**src/rtl/cdb_arbiter_if.sv**
```systemverilog
// CDB arbiter bus bundle: requester handshake, flush, and the CDB broadcast.
// Handshake: a requester's result is accepted in the cycle where
// req_valid[i] && req_ready[i]. req_ready may depend on req_valid, but
// req_valid must never depend on req_ready. The accepted requester drives
// its result on req_data[i] in the cycle after that handshake.
interface cdb_arbiter_if #(
  parameter int N_REQ  = 4,
  parameter int TAG_W  = 6,
  parameter int DATA_W = 32
);
  logic [N_REQ-1:0]        req_valid;
  logic [N_REQ-1:0]        req_ready;
  logic [N_REQ*TAG_W-1:0]  req_tag;
  logic [N_REQ*DATA_W-1:0] req_data;
  logic                    failure;
  logic                    cdb_valid;
  logic [TAG_W-1:0]        cdb_tag;
  logic [DATA_W-1:0]       cdb_data;

  // Execution units and flush source side
  modport master (
    output req_valid, req_tag, req_data, failure,
    input  req_ready, cdb_valid, cdb_tag, cdb_data
  );

  // Arbiter side
  modport slave (
    input  req_valid, req_tag, req_data, failure,
    output req_ready, cdb_valid, cdb_tag, cdb_data
  );
endinterface

```
**src/rtl/cdb_arbiter.sv**
```systemverilog
// Round-robin Common Data Bus arbiter: one grant per cycle, broadcast two
// cycles after the grant. Optional performance counters are built when the
// macro CDB_ARB_PERF_EN is defined. N_REQ/TAG_W/DATA_W must match the
// parameters of the connected cdb_arbiter_if instance.
module cdb_arbiter #(
  parameter int N_REQ  = 4,
  parameter int TAG_W  = 6,
  parameter int DATA_W = 32
) (
  input  logic              clk,
  input  logic              rst_n,
  cdb_arbiter_if.slave      bus
`ifdef CDB_ARB_PERF_EN
  ,
  output logic [N_REQ*32-1:0] perf_grant_cnt,
  output logic [31:0]         perf_conflict_cnt
`endif
);

  localparam int IDX_W = (N_REQ > 1) ? $clog2(N_REQ) : 1;

  logic [IDX_W-1:0]  rr_ptr;
  logic [IDX_W-1:0]  winner;
  logic [IDX_W-1:0]  cand;
  logic [IDX_W-1:0]  ptr_next;
  logic              grant;
  logic [N_REQ-1:0]  ready_vec;

  logic              g_valid;
  logic [IDX_W-1:0]  g_idx;
  logic [TAG_W-1:0]  g_tag;

  logic [TAG_W-1:0]  tag_arr  [N_REQ];
  logic [DATA_W-1:0] data_arr [N_REQ];

  // Split the flat requester buses into per-requester fields
  for (genvar gi = 0; gi < N_REQ; gi++) begin : g_unpack
    assign tag_arr[gi]  = bus.req_tag[gi*TAG_W +: TAG_W];
    assign data_arr[gi] = bus.req_data[gi*DATA_W +: DATA_W];
  end

  // Round-robin search starting at rr_ptr for the first valid requester
  always_comb begin
    grant  = 1'b0;
    winner = '0;
    cand   = '0;
    for (int k = 0; k < N_REQ; k++) begin
      if (int'(rr_ptr) + k >= N_REQ) cand = IDX_W'(int'(rr_ptr) + k - N_REQ);
      else                            cand = IDX_W'(int'(rr_ptr) + k);
      if (!grant && bus.req_valid[cand]) begin
        grant  = 1'b1;
        winner = cand;
      end
    end
  end

  assign ptr_next = (winner == IDX_W'(N_REQ - 1)) ? '0 : winner + IDX_W'(1);

  // One-hot ready; suppressed during flush and while reset is asserted so
  // no requester sees a handshake the arbiter will not honour
  always_comb begin
    ready_vec = '0;
    if (grant && !bus.failure && rst_n) ready_vec[winner] = 1'b1;
  end

  assign bus.req_ready = ready_vec;

  // Grant register and round-robin pointer; a flush kills the grant being made
  always_ff @(posedge clk or negedge rst_n) begin
    if (!rst_n) begin
      rr_ptr  <= '0;
      g_valid <= 1'b0;
      g_idx   <= '0;
      g_tag   <= '0;
    end else begin
      g_valid <= grant && !bus.failure;
      g_idx   <= winner;
      g_tag   <= tag_arr[winner];
      if (grant) rr_ptr <= ptr_next;
    end
  end

  // Broadcast register; a flush also kills the grant made the cycle before,
  // while tag/data keep their last broadcast when nothing is pending
  always_ff @(posedge clk or negedge rst_n) begin
    if (!rst_n) begin
      bus.cdb_valid <= 1'b0;
      bus.cdb_tag   <= '0;
      bus.cdb_data  <= '0;
    end else begin
      bus.cdb_valid <= g_valid && !bus.failure;
      if (g_valid) begin
        bus.cdb_tag  <= g_tag;
        bus.cdb_data <= data_arr[g_idx];
      end
    end
  end

`ifdef CDB_ARB_PERF_EN
  logic [31:0] grant_cnt [N_REQ];
  logic [31:0] conflict_cnt;

  // Saturating per-requester grant counters; flushed grants are still counted
  always_ff @(posedge clk or negedge rst_n) begin
    if (!rst_n) begin
      for (int i = 0; i < N_REQ; i++) grant_cnt[i] <= '0;
    end else begin
      for (int i = 0; i < N_REQ; i++) begin
        if (grant && (winner == IDX_W'(i)) && (grant_cnt[i] != 32'hFFFF_FFFF))
          grant_cnt[i] <= grant_cnt[i] + 32'd1;
      end
    end
  end

  // Saturating count of cycles with two or more requesters competing
  always_ff @(posedge clk or negedge rst_n) begin
    if (!rst_n) begin
      conflict_cnt <= '0;
    end else if (($countones(bus.req_valid) >= 2) && (conflict_cnt != 32'hFFFF_FFFF)) begin
      conflict_cnt <= conflict_cnt + 32'd1;
    end
  end

  for (genvar gi = 0; gi < N_REQ; gi++) begin : g_perf_pack
    assign perf_grant_cnt[gi*32 +: 32] = grant_cnt[gi];
  end
  assign perf_conflict_cnt = conflict_cnt;
`endif

endmodule
```
**src/flat_wrapper.sv**
```systemverilog
// flat-port wrapper written by rule: the top's interface ports become plain ports
module cdb_arbiter_flat 
#(
  parameter int N_REQ  = 4,
  parameter int TAG_W  = 6,
  parameter int DATA_W = 32
)
  (clk, rst_n, bus_req_valid, bus_req_tag, bus_req_data, bus_failure, bus_req_ready, bus_cdb_valid, bus_cdb_tag, bus_cdb_data);
  cdb_arbiter_if #(.N_REQ(N_REQ), .TAG_W(TAG_W), .DATA_W(DATA_W)) bus_i ();
  input  logic clk;
  input  logic rst_n;
  input wire logic [$bits(bus_i.req_valid)-1:0] bus_req_valid;
  input wire logic [$bits(bus_i.req_tag)-1:0] bus_req_tag;
  input wire logic [$bits(bus_i.req_data)-1:0] bus_req_data;
  input wire logic [$bits(bus_i.failure)-1:0] bus_failure;
  output wire logic [$bits(bus_i.req_ready)-1:0] bus_req_ready;
  output wire logic [$bits(bus_i.cdb_valid)-1:0] bus_cdb_valid;
  output wire logic [$bits(bus_i.cdb_tag)-1:0] bus_cdb_tag;
  output wire logic [$bits(bus_i.cdb_data)-1:0] bus_cdb_data;
  assign bus_i.req_valid = bus_req_valid;
  assign bus_i.req_tag = bus_req_tag;
  assign bus_i.req_data = bus_req_data;
  assign bus_i.failure = bus_failure;
  assign bus_req_ready = bus_i.req_ready;
  assign bus_cdb_valid = bus_i.cdb_valid;
  assign bus_cdb_tag = bus_i.cdb_tag;
  assign bus_cdb_data = bus_i.cdb_data;
  cdb_arbiter #(.N_REQ(N_REQ), .TAG_W(TAG_W), .DATA_W(DATA_W)) u_core (.clk(clk), .rst_n(rst_n), .bus(bus_i));
endmodule
```
**config.mk**
```make
export PLATFORM = sky130hd
export DESIGN_NAME = cdb_arbiter_flat
export DESIGN_NICKNAME = d
export VERILOG_FILES = /design/src/rtl/cdb_arbiter_if.sv /design/src/rtl/cdb_arbiter.sv /design/src/flat_wrapper.sv
export SDC_FILE = /design/constraint.sdc
export NUM_CORES = 1
export LEC_CHECK = 0
export CORE_ASPECT_RATIO = 1.4
export CORE_MARGIN = 5
export CORE_UTILIZATION = 38
export DETAILED_ROUTE_END_ITERATION = 8
export GPL_TIMING_DRIVEN = 0
export PLACE_DENSITY_LB_ADDON = 0.12
export SYNTH_ARGS = -nofsm -noshare
export SYNTH_HDL_FRONTEND = slang
export SYNTH_SLANG_ARGS = --single-unit
```
**constraint.sdc**
```tcl
create_clock -name clk -period 4.25 [get_ports clk]
set_input_delay 0.85 -clock clk [delete_from_list [all_inputs] [get_ports clk]]
set_output_delay 0.85 -clock clk [all_outputs]
set_load 0.1 [all_outputs]
```
### Word level (Yosys, flattened, before mapping)

Cells that the tools add are included.

* register bits: 50
* bits of input ports: 159
* output and inout bits: 43
* word-level logic and storage cells: 71

* add/subtract/negate cells: 8
* order comparisons: 12
* equality and inequality tests: 1
* multiplexer cells: 30
* bitwise operators: 2
* reduce and logical (&&, ||, !) cells: 11

Operators by type and width (number)
* $bmux 32 s2: 1
* $mux 32: 2
* $mux 2: 9
* $ge 3x3->1 const B: 5
* $lt 2x3->1 const B: 5
* $bmux 6 s2: 1
* $mux 6: 2
* $mux 1: 9
* $bmux 1 s2: 4
* $sub 2x1->2 const B: 4
* $logic_and 1x1->1: 7
* $add 2x2->3 const B: 2
* $not 2->3: 2
* $logic_not 1->1: 4
* $mux 4: 1
* $add 2x1->3 const B: 1
* $ge 2x3->1 const B: 1
* $add 2x1->2 const B: 1
* $demux 1 s2: 1
* $eq 2x2->1 const B: 1
* $ge 2x1->1 const B: 1

### Longest topological paths before layout

Gate-level depths: netlist (run 1).

* depth in word-level cells: 19
* depth in mapped cells: 8
* mapped depth without buffers: 6

### Worst setup path before layout (run 1)

Ideal clock, no wire load.

* kind: input to output
* start point: in bus_req_valid[2]
* end point: out bus_req_ready[3]
* arrival time: 2.430 ns
* required time: 3.400 ns
* setup slack: 0.970 ns
* stages: 5
* path buffers: 0
* cells stage by stage: mux2i_1 > o22ai_1 > nor2_2 > ha_1 > and3_1

* longest elaborated chain between the ends: 17
* elaborated cells between the ends (all ways): 30
* those cells by class: order compare: 2; mux: 19; reduce/logical: 9

RTL lines
* start, declared: line flat_wrapper.sv:12 `input wire logic [$bits(bus_i.req_valid)-1:0] bus_req_valid;`
* $bmux 1 s2: line cdb_arbiter.sv:50 `if (!grant && bus.req_valid[cand]) begin`
* $mux 1 (not written as such): line cdb_arbiter.sv:50
* $mux 1: line cdb_arbiter.sv:50
* $logic_not 1->1: line cdb_arbiter.sv:50
* $logic_and 1x1->1: line cdb_arbiter.sv:50
* $mux 1: line cdb_arbiter.sv:50
* $logic_not 1->1: line cdb_arbiter.sv:50
* $logic_and 1x1->1: line cdb_arbiter.sv:50
* [... 2 more ...]
* $logic_and 1x1->1: line cdb_arbiter.sv:50
* $mux 2 *: line cdb_arbiter.sv:50
* via u_core.winner[0]: line cdb_arbiter.sv:23 `logic [IDX_W-1:0] winner;`
* $lt 2x3->1 (not written as such) or $ge 2x1->1 (tied branches): line cdb_arbiter.sv:63 `if (grant && !bus.failure && rst_n) ready_vec[winner] = 1'b1;`
* $logic_and 1x1->1 (not written as such): line cdb_arbiter.sv:63
* $mux 1 (not written as such): line cdb_arbiter.sv:63
* $demux 1 s2 *
* $mux 4 *: line cdb_arbiter.sv:63
* end, declared: line flat_wrapper.sv:16 `output wire logic [$bits(bus_i.req_ready)-1:0] bus_req_ready;`

Mark *: on every way through the listed nets, which the timed path passes. The rest lies on a longest branch. The select of a mux whose other input is x is not followed.

### Worst setup path in the final report (run 1)

* start point: in bus_req_valid[0]
* end point: out bus_req_ready[0]

The elaborated chain is that of the path after synthesis.

==> flow_metrics.py, run 1 <==
metrics = {
    "worst_hold_path": {
        "min_from": "u_core.g_tag[1]$_DFF_PN0_",
        "min_path_cells": 1,
        "holdPathEnd": "u_core.bus.cdb_tag[1]$_DFFE_PN0P_",
        "holdCritPathClass": "reg2reg",
    },
    "grt": {
        "grt.overflow.total": 0,
        "grt_max_degree": 35,
        "grt_pass1_vias": 2719,
        "antenna_found_initial": 0,
        "grtUsageTotal_pct": 18.98,
        "grt_pass1_wl_mm": 14.21,
    },
    "cts": {
        "clk_pin_slew_ns": 0.09,
        "cts_max_path_buffers": 2,
        "cts_root_buffer": "clkbuf_8",
        "clock-sinks": 50,
        "cts_made_buffers": 5,
        "htree_levels": 2,
        "cts_tree": "done",
        "clock_latency_ns": 0.30,
    },
    "worst_setup_path": {
        "cp.required_ns": 3.40,
        "slowest_delay_ns": 0.86,
        "path_cells": "clkdlybuf4s50_1 > a21oi_2 > o21ai_2 > o2bb2a_4 > buf_6 > buf_12 > inv_1 > ha_1 > and3_1 > dlygate4sd2_1",
        "cp_max_fo": 12,
        "rr_worst_depth": 5,
        "endpoint_kind": "output pin",
        "reg2reg_from": "u_core.rr_ptr[1]$_DFFE_PN0P_",
        "start_kind": "input pin",
        "crit_start": "bus_req_valid[0]",
        "worstReg2RegEnd": "u_core.rr_ptr[1]$_DFFE_PN0P_",
        "cpMaxStageDelayCell": "dlygate4sd2_1",
        "ff2ff_setup_slack_ns": 2.29,
        "critPathArrivalTime_ns": 3.29,
        "worst-setup-path-type": "in2out",
        "critPathTopFamily": "buffers and inverters",
        "crit_buf_inv": 5,
    },
    "layout": {
        "area_growth_pct": 76.63,
        "nets": 552,
        "antennaDiodeCount": 0,
        "postLayoutCoreUtil_pct": 69.07,
        "drive_above_1_share_pct": 24.16,
        "postLayoutCellArea_sq_mm": 0.005116,
        "n_fill_cell": 575,
    },
    "timing": {
        "fin_crit_ns": 4.144,
        "finalMaxSlewViolations": 0,
        "setup_viol": 0,
        "rsz0062_at_grt": "false",
        "finalHoldViolCount": 0,
        "setup_ws_ns": 0.1063,
        "hold-worst-slack_ns": 0.4826,
        "tightest_slew_ns": 1.006,
        "post-route-period-util_pct": 97.50,
        "fmax_mhz": 241.3,
        "max_slew_margin_pct": 32.73,
        "fin_skew_ns": 0.008582,
    },
    "logic_synthesis": {
        "ys_types": 24,
        "synthFlopType": "dfrtp_1",
        "synth-seq-cells": 50,
        "synth.avg_cell_area_sq_um": 16.09,
        "netlist_area_sq_mm": 0.002897,
        "yosysSeqAreaShare_pct": 43.20,
        "syn_nets": 343,
        "netlist.area_leader.share_pct": 43.20,
        "ys_warn_count": 0,
        "synthTopCellsByArea": "dfrtp_1, mux4_2, mux2_2, mux2i_1, buf_6",
        "syn_inst": 180,
        "synth-edff-count": 0,
        "yosys.area.top_type": "dfrtp_1",
        "async_flop_share_pct": 100.0,
    },
    "drt": {
        "first_iter_violations": 64,
        "route.antenna.remaining_nets": 0,
        "avgRoutedWirePerCell_um": 18.63,
        "drt_first_pass_iters": 4,
        "drcViolationCount": 0,
        "via_count": 2454,
        "wl_mm": 9.054,
        "avgViaCountPerCell": 5.049,
    },
    "die": {
        "die-area_sq_mm": 0.009493,
        "row_count": 37,
        "die_w_um": 83.79,
        "coreArea_sq_mm": 0.007407,
        "ioPinCount": 202,
        "die_h_um": 113.3,
        "start_util_pct": 39.10,
    },
    "outcome": {
        "status": "completed",
    },
    "pwr": {
        "p_total_uw": 3799,
        "power_leakage_uw": 0.002040,
        "peakVddDrop_uv": 435.8,
        "power.density_mw_per_mm2": 742.6,
    },
    "place": {
        "placed_area_sq_mm": 0.005045,
        "place_ws_ns": -0.2263,
        "hpwlAfterDp_mm": 7.550,
        "port_buffers": 201,
        "gp_congestion": 0.8154,
    },
    "flow_run": {
        "maxCapViolations": 0,
    },
}
what timing repair did:
| item | 4_1_cts | 5_1_grt |
|---|---|---|
| setup endpoints to repair | 4 | 2 |
| hold buffers | 0 | 0 |
| buffers inserted | 0 | 0 |
| resized for setup | 4 | 4 |
registers in the layout, indices dropped and copies added (netlist names):
name and flops:
u_core.bus.cdb_valid 1, u_core.g_idx 2, u_core.bus.cdb_tag 6, u_core.bus.cdb_data 32
u_core.g_tag 6, u_core.rr_ptr 2, u_core.g_valid 1
cells in the final DEF, fill, tap and decap left out, drive strengths merged, types with 9 or more instances in the layout:
cell,netlist,layout
clkdlybuf4s50,0,196
dfrtp,50,50
mux2,39,39
mux4,32,32
mux2i,19,19
buf,11,13
clkbuf,2,9
report_power, final:
part	total [uW]	switching (uW)	leakage, uW	internal, uW
Sequential	811	115	0.000585	696
Clock	273	160	0.0000362	113
Combinational	2720	1810	0.00142	908
Total	3800	2080	0.00204	1720
how the worst max path moves through the flow:
stage	to	slack [ns]	depth (start not counted)
after floorplan	bus_req_ready[3]	0.97	5
after global placement	bus_req_ready[3]	-1.21	3
after detailed placement	bus_req_ready[3]	-0.23	7
after CTS	bus_req_ready[3]	0.03	7
after global routing	bus_req_ready[2]	0.02	8
final	bus_req_ready[0]	0.11	10
kinds of logic after synthesis:
| group | Yosys count | synth area share (%) |
|---|---|---|
| AO/OA/AOI/OAI | 7 | 2.030 |
| adder cells (fa/ha/maj) | 4 | 1.728 |
| buffers and inverters | 17 | 4.103 |
| flip-flops | 50 | 43.20 |
| multiplexers | 90 | 46.61 |
| AND/OR/NAND/NOR | 12 | 2.333 |
synthesized netlist by cell type, drive strengths merged, types with 2 or more instances:
library cell / n
dfrtp: 50
mux2: 39
mux4: 32
mux2i: 19
buf: 11
a21oi: 4
and3: 4
ha: 4
inv: 4
clkbuf: 2
nand2: 2
nor2: 2
worst reg2reg max path: cells and delay by family (launching register included):
| family | cells | cell delay [ns] |
|---|---|---|
| fa+ha+maj | 1 | 0.33 |
| flops | 1 | 0.47 |
| compound gates | 1 | 0.11 |
| simple gates | 1 | 0.48 |
| mux | 2 | 0.46 |
final cells by class:
| type | instances | area, sq um | share of cell area (%) |
|---|---|---|---|
| Clock buffer | 5 | 68.82 | 1.345 |
| Buffer | 13 | 103.9 | 2.030 |
| Clock inverter | 2 | 15.01 | 0.2935 |
| Tap cell | 97 | 121.4 | 2.372 |
| Sequential cell | 50 | 1251 | 24.46 |
| Timing Repair Buffer | 202 | 2014 | 39.37 |
| Inverter | 4 | 15.01 | 0.2935 |
| Multi-Input combinational cell | 113 | 1526 | 29.84 |
through the flow:
stage | TNS [ns] | cells
global placement | -4.769 | 478
finish | 0 | 486
floorplan | 0 | 180
CTS | 0 | 486
global route | 0 | 486
detailed placement | -0.8603 | 479
layer usage:
metal  global-route usage, %  wire length, um
met5                       0                0
met4                   4.399              119
met1                   20.83             3309
met2                   36.11             4952
met3                   5.098              673
No activity file was read; power rests on OpenSTA's default activity.
==> inputs of run 2 (changes only) <==
--- a/config.mk
+++ b/config.mk
@@ -5,11 +5,14 @@
 export SDC_FILE = /design/constraint.sdc
 export NUM_CORES = 1
 export LEC_CHECK = 0
+export CAP_MARGIN = 30
 export CORE_ASPECT_RATIO = 1.4
 export CORE_MARGIN = 5
 export CORE_UTILIZATION = 38
+export CTS_CLUSTER_DIAMETER = 120
 export DETAILED_ROUTE_END_ITERATION = 8
 export GPL_TIMING_DRIVEN = 0
+export HOLD_SLACK_MARGIN = 0.15
 export PLACE_DENSITY_LB_ADDON = 0.12
 export SYNTH_ARGS = -nofsm -noshare
 export SYNTH_HDL_FRONTEND = slang
==> run 2 against run 1 <==
  * Core utilization stayed put
  * Clock power about the same
  * Critical path depth unchanged
  * Via count unchanged
==> flow_metrics.py, run 2 (synthesis results as in run 1) <==
metrics = {
    "timing": {
        "rsz0062_at_grt": "false",
        "tightest_slew_ns": 1.006,
        "max_slew_margin_pct": 32.73,
        "finalMaxSlewViolations": 0,
        "finalHoldViolCount": 0,
        "setup_viol": 0,
        "fmax_mhz": 241.3,
        "setup_ws_ns": 0.1063,
        "fin_crit_ns": 4.144,
        "post-route-period-util_pct": 97.50,
        "fin_tns_setup_ns": 0,
        "fin_skew_ns": 0.008582,
    },
    "worst_setup_path": {
        "critPathArrivalTime_ns": 3.29,
        "worst-setup-path-type": "in2out",
        "start_kind": "input pin",
        "endpoint_kind": "output pin",
        "cp.required_ns": 3.40,
        "cp_max_fo": 12,
    },
    "pwr": {
        "peakVddDrop_uv": 435.8,
        "power_leakage_uw": 0.002040,
        "power.density_mw_per_mm2": 742.6,
    },
    "place": {
        "hpwlAfterDp_mm": 7.550,
        "port_buffers": 201,
        "dp_cells": 479,
        "place_ws_ns": -0.2263,
        "gp_congestion": 0.8154,
    },
    "flow_run": {
        "maxCapViolations": 0,
    },
    "drt": {
        "first_iter_violations": 64,
        "avgRoutedWirePerCell_um": 18.63,
        "via_count": 2454,
        "avgViaCountPerCell": 5.049,
        "drt_first_pass_iters": 4,
        "route.antenna.remaining_nets": 0,
        "wl_mm": 9.054,
        "drcViolationCount": 0,
    },
    "cts": {
        "hold_buffers": 0,
        "post_cts.repair.setup_buffers": 0,
        "htree_levels": 2,
        "clk_pin_slew_ns": 0.09,
        "clock-sinks": 50,
        "clock_latency_ns": 0.30,
        "cts_root_buffer": "clkbuf_8",
        "cts_max_path_buffers": 2,
        "cts_made_buffers": 5,
        "cts_tree": "done",
    },
    "layout": {
        "antennaDiodeCount": 0,
        "largest_reg_flops": 32,
        "finalNonFillerCells": 486,
        "drive_above_1_share_pct": 24.16,
        "regMostFlops": "u_core.bus.cdb_data",
        "nets": 552,
        "area_growth_pct": 76.63,
        "n_fill_cell": 575,
        "layout_commonest_cell": "clkdlybuf4s50_1",
        "final_cell_mix": "clkdlybuf4s50_1, dfrtp_1, mux2_2",
        "reg_top3": "u_core.bus.cdb_data: 32 flops, u_core.bus.cdb_tag: 6 flops, u_core.g_tag: 6 flops",
    },
    "die": {
        "die_h_um": 113.3,
        "die-area_sq_mm": 0.009493,
        "row_count": 37,
        "ioPinCount": 202,
        "coreArea_sq_mm": 0.007407,
        "die_w_um": 83.79,
        "start_util_pct": 39.10,
    },
    "grt": {
        "grtUsageTotal_pct": 18.98,
        "grt_max_degree": 35,
        "grt_pass1_vias": 2719,
        "grt.overflow.total": 0,
        "grt_pass1_wl_mm": 14.21,
        "antenna_found_initial": 0,
    },
    "worst_hold_path": {
        "holdCritPathClass": "reg2reg",
    },
    "outcome": {
        "status": "completed",
    },
}
run 2: worst paths after layout:
kind                       slack [ns]  depth (start not counted)                                   to                         start
setup reg to reg                 2.29                          5         u_core.rr_ptr[1]$_DFFE_PN0P_  u_core.rr_ptr[1]$_DFFE_PN0P_
max in group asynchronous        3.20                          2   u_core.bus.cdb_data[1]$_DFFE_PN0P_                         rst_n
hold / removal                   0.48                          1    u_core.bus.cdb_tag[1]$_DFFE_PN0P_     u_core.g_tag[1]$_DFF_PN0_
hold reg to reg                  0.48                          1    u_core.bus.cdb_tag[1]$_DFFE_PN0P_     u_core.g_tag[1]$_DFF_PN0_
setup / recovery                 0.11                         10                     bus_req_ready[0]              bus_req_valid[0]
min in group asynchronous        0.50                          1  u_core.bus.cdb_data[21]$_DFFE_PN0P_                         rst_n
run 2: area by class of cell:
type                       instances  area [sq um]  area share, %
tap                               97         121.4          2.372
sequential                        50          1251          24.46
multi-input combinational        113          1526          29.84
buffer                            13         103.9          2.030
clock inverter                     2         15.01         0.2935
clock buffer                       5         68.82          1.345
timing repair buffer             202          2014          39.37
inverter                           4         15.01         0.2935
run 2: what timing repair did:
action	CTS	global route
gates resized for setup	4	4
pin swaps	0	0
endpoints found under the setup margin	4	2
run 2: stage by stage:
step	total power, uW	hold slack [ns]	utilization [%]	cell area, sq um
after floorplan	2857	0.4542	-	2897
after global placement	3533	0.4562	67.91	5030
after CTS	3846	0.4857	69.17	5124
after global routing	3967	0.5052	69.07	5116
after detailed placement	3572	0.4636	68.11	5045
final	3799	0.4826	69.07	5116
run 2: critical path, stage by stage:
cell             delay, ns
clkdlybuf4s50_1       0.57
a21oi_2               0.08
o21ai_2               0.13
o2bb2a_4              0.17
buf_6                 0.13
buf_12                0.14
inv_1                 0.07
ha_1                  0.13
and3_1                0.15
dlygate4sd2_1         0.86
run 2: layer usage:
layer | track usage, % | routed length, um | part of all wire (%) | up-vias
met5 | 0 | 0 | 0 | -
met4 | 4.399 | 119 | 1.3 | 0
met3 | 5.098 | 673 | 7.4 | 11
met2 | 36.11 | 4952 | 55 | 125
met1 | 20.83 | 3309 | 37 | 1197
li1 | - | - | - | 1121
run 2: power by group:
part / leakage, uW / switching (uW) / internal (uW) / total [uW]
sequential: 0.000585 / 115 / 696 / 811
clock: 0.0000362 / 160 / 113 / 273
combinational: 0.00142 / 1810 / 908 / 2720
==> inputs of run 3 (changes only) <==
--- a/config.mk
+++ b/config.mk
@@ -7,13 +7,13 @@
 export LEC_CHECK = 0
 export CAP_MARGIN = 30
 export CORE_ASPECT_RATIO = 1.4
-export CORE_MARGIN = 5
 export CORE_UTILIZATION = 38
 export CTS_CLUSTER_DIAMETER = 120
 export DETAILED_ROUTE_END_ITERATION = 8
 export GPL_TIMING_DRIVEN = 0
 export HOLD_SLACK_MARGIN = 0.15
 export PLACE_DENSITY_LB_ADDON = 0.12
+export REMOVE_ABC_BUFFERS = 1
 export SYNTH_ARGS = -nofsm -noshare
 export SYNTH_HDL_FRONTEND = slang
 export SYNTH_SLANG_ARGS = --single-unit
==> run 3 against run 2 <==
  * Hold slack got worse by 0.0023 ns
  * Cell count decreased by 1.9%
  * Combinational power decreased by 2%
  * Clock skew increased by 0.00060 ns
  * Cell area decreased by 0.24%
  * Via count decreased by 2.3%
  * Count of clock-buffer cells in the layout increased by 1
  * First-iteration DRC count increased by 31%
  * Core utilization increased by 0.26 points
  * Setup slack improved by 0.040 ns
  * Sequential power increased by 6.2%
  * Power increased by 1.4%
==> flow_metrics.py, run 3 (synthesis results as in run 1) <==
metrics = {
    "outcome": {
        "status": "completed",
    },
    "timing": {
        "finalMaxSlewViolations": 0,
        "hold-worst-slack_ns": 0.4803,
        "rsz0062_at_grt": "false",
        "tightest_slew_ns": 1.006,
        "fin_crit_ns": 4.103,
        "post-route-period-util_pct": 96.55,
        "max_slew_margin_pct": 32.70,
        "fin_skew_ns": 0.009182,
        "setup_viol": 0,
        "finalHoldViolCount": 0,
        "fmax_mhz": 243.7,
    },
    "worst_setup_path": {
        "start_kind": "input pin",
        "cp.required_ns": 3.40,
        "critPathArrivalTime_ns": 3.25,
        "worst-setup-path-type": "in2out",
        "endpoint_kind": "output pin",
        "cp_max_fo": 10,
    },
    "layout": {
        "area_growth_pct": 76.20,
        "antennaDiodeCount": 0,
        "finalNonFillerCells": 477,
        "reg_top3": "u_core.bus.cdb_data: 32 flops, u_core.bus.cdb_tag: 6 flops, u_core.g_tag: 6 flops",
        "largest_reg_flops": 32,
        "drive_above_1_share_pct": 24.21,
        "postLayoutCoreUtil_pct": 69.34,
        "layout_commonest_cell": "clkdlybuf4s50_1",
        "regMostFlops": "u_core.bus.cdb_data",
        "final_cell_mix": "clkdlybuf4s50_1, dfrtp_1, mux2_2",
        "nets": 542,
    },
    "die": {
        "die_w_um": 75.79,
        "start_util_pct": 39.35,
        "die-area_sq_mm": 0.007980,
        "die_h_um": 105.3,
        "ioPinCount": 202,
        "row_count": 37,
        "coreArea_sq_mm": 0.007361,
    },
    "drt": {
        "first_iter_violations": 84,
        "avgViaCountPerCell": 5.025,
        "drt_first_pass_iters": 4,
        "via_count": 2397,
        "route.antenna.remaining_nets": 0,
        "avgRoutedWirePerCell_um": 17.57,
        "drcViolationCount": 0,
        "wl_mm": 8.383,
    },
    "grt": {
        "grtUsageTotal_pct": 21.34,
        "grt_max_degree": 40,
        "grt_pass1_wl_mm": 12.81,
        "antenna_found_initial": 0,
        "grt_pass1_vias": 2558,
        "grt.overflow.total": 0,
    },
    "worst_hold_path": {
        "holdCritPathClass": "reg2reg",
    },
    "pwr": {
        "power.density_mw_per_mm2": 755.0,
        "peakVddDrop_uv": 450.4,
        "seq_power_share_pct": 22.3,
        "switching_power_uw": 2078,
        "combPwrFrac_pct": 69.1,
        "switching_share_pct": 53.92,
        "power_leakage_uw": 0.002032,
        "power_frac_clock_pct": 8.6,
        "internal-power_uw": 1776,
    },
    "flow_run": {
        "maxCapViolations": 0,
    },
    "cts": {
        "clock-sinks": 50,
        "cts_tree": "done",
        "clk_pin_slew_ns": 0.08,
        "cts_root_buffer": "clkbuf_8",
        "cts_max_path_buffers": 2,
        "clock_latency_ns": 0.30,
        "cts_made_buffers": 5,
        "htree_levels": 2,
        "hold_buffers": 0,
    },
    "place": {
        "port_buffers": 201,
        "gp_congestion": 0.7447,
        "dp_cells": 469,
        "hpwlAfterDp_mm": 6.869,
    },
}
run 3: final cells by class:
class | instances | area (sq um)
repair buffers | 205 | 2077
fillers | 566 | 2257
well taps | 97 | 121.4
flip-flops and latches | 50 | 1254
multi-input cells | 113 | 1526
clock buffers | 6 | 72.57
clock inverters | 2 | 37.54
inverters | 4 | 15.01
run 3: what timing repair did:
item	4_1_cts	5_1_grt
setup endpoints to repair	4	2
setup buffers	0	0
resized for setup	4	4
endpoints found under the hold margin	0	0
run 3: worst paths after layout:
path / start / end / slack (ns) / depth (start not counted)
worst max-delay path: bus_req_valid[2] / bus_req_ready[2] / 0.15 / 8
max in group asynchronous: rst_n / u_core.g_valid$_DFF_PN0_ / 3.16 / 2
worst max register to register: u_core.rr_ptr[1]$_DFFE_PN0P_ / u_core.rr_ptr[1]$_DFFE_PN0P_ / 2.25 / 5
worst min-delay path: u_core.g_tag[3]$_DFF_PN0_ / u_core.bus.cdb_tag[3]$_DFFE_PN0P_ / 0.48 / 1
worst min register to register: u_core.g_tag[3]$_DFF_PN0_ / u_core.bus.cdb_tag[3]$_DFFE_PN0P_ / 0.48 / 1
min in group asynchronous: rst_n / u_core.bus.cdb_data[20]$_DFFE_PN0P_ / 0.53 / 1
run 3: layer usage:
layer,wire (um),track usage [%],up-vias
met1,2904,22.40,1160
li1,-,-,1095
met2,4478,39.95,126
met5,0,0,-
met4,178,6.085,0
met3,822,5.354,16
run 3: power groups by stage:
| stage | combinational (uW) | sequential (uW) | clock, uW |
|---|---|---|---|
| after detailed placement | 2690 | 878 | 0 |
| after CTS | 2690 | 867 | 344 |
| final | 2660 | 861 | 330 |
| after global routing | 2760 | 901 | 361 |
| after floorplan | 576 | 2220 | 0 |
| after global placement | 2550 | 926 | 0 |
run 3: metrics by stage:
stage               power (uW)  cell area, sq um  setup TNS, ns  setup WS, ns
floorplan                 2795              2793              0        0.9705
global placement          3479              4926         -4.679        -1.178
detailed placement        3565              5006        -0.9842       -0.2556
CTS                       3898              5111              0       0.01657
global route              4019              5104              0       0.01817
finish                    3853              5104              0        0.1467
run 3: worst max-delay path: stages:
cell and delay [ns]:
clkdlybuf4s50_1 0.50, mux2i_1 0.18, o22ai_1 0.12, nor2_2 0.49, inv_1 0.14, ha_1 0.22
and3_1 0.15, dlygate4sd2_1 0.59
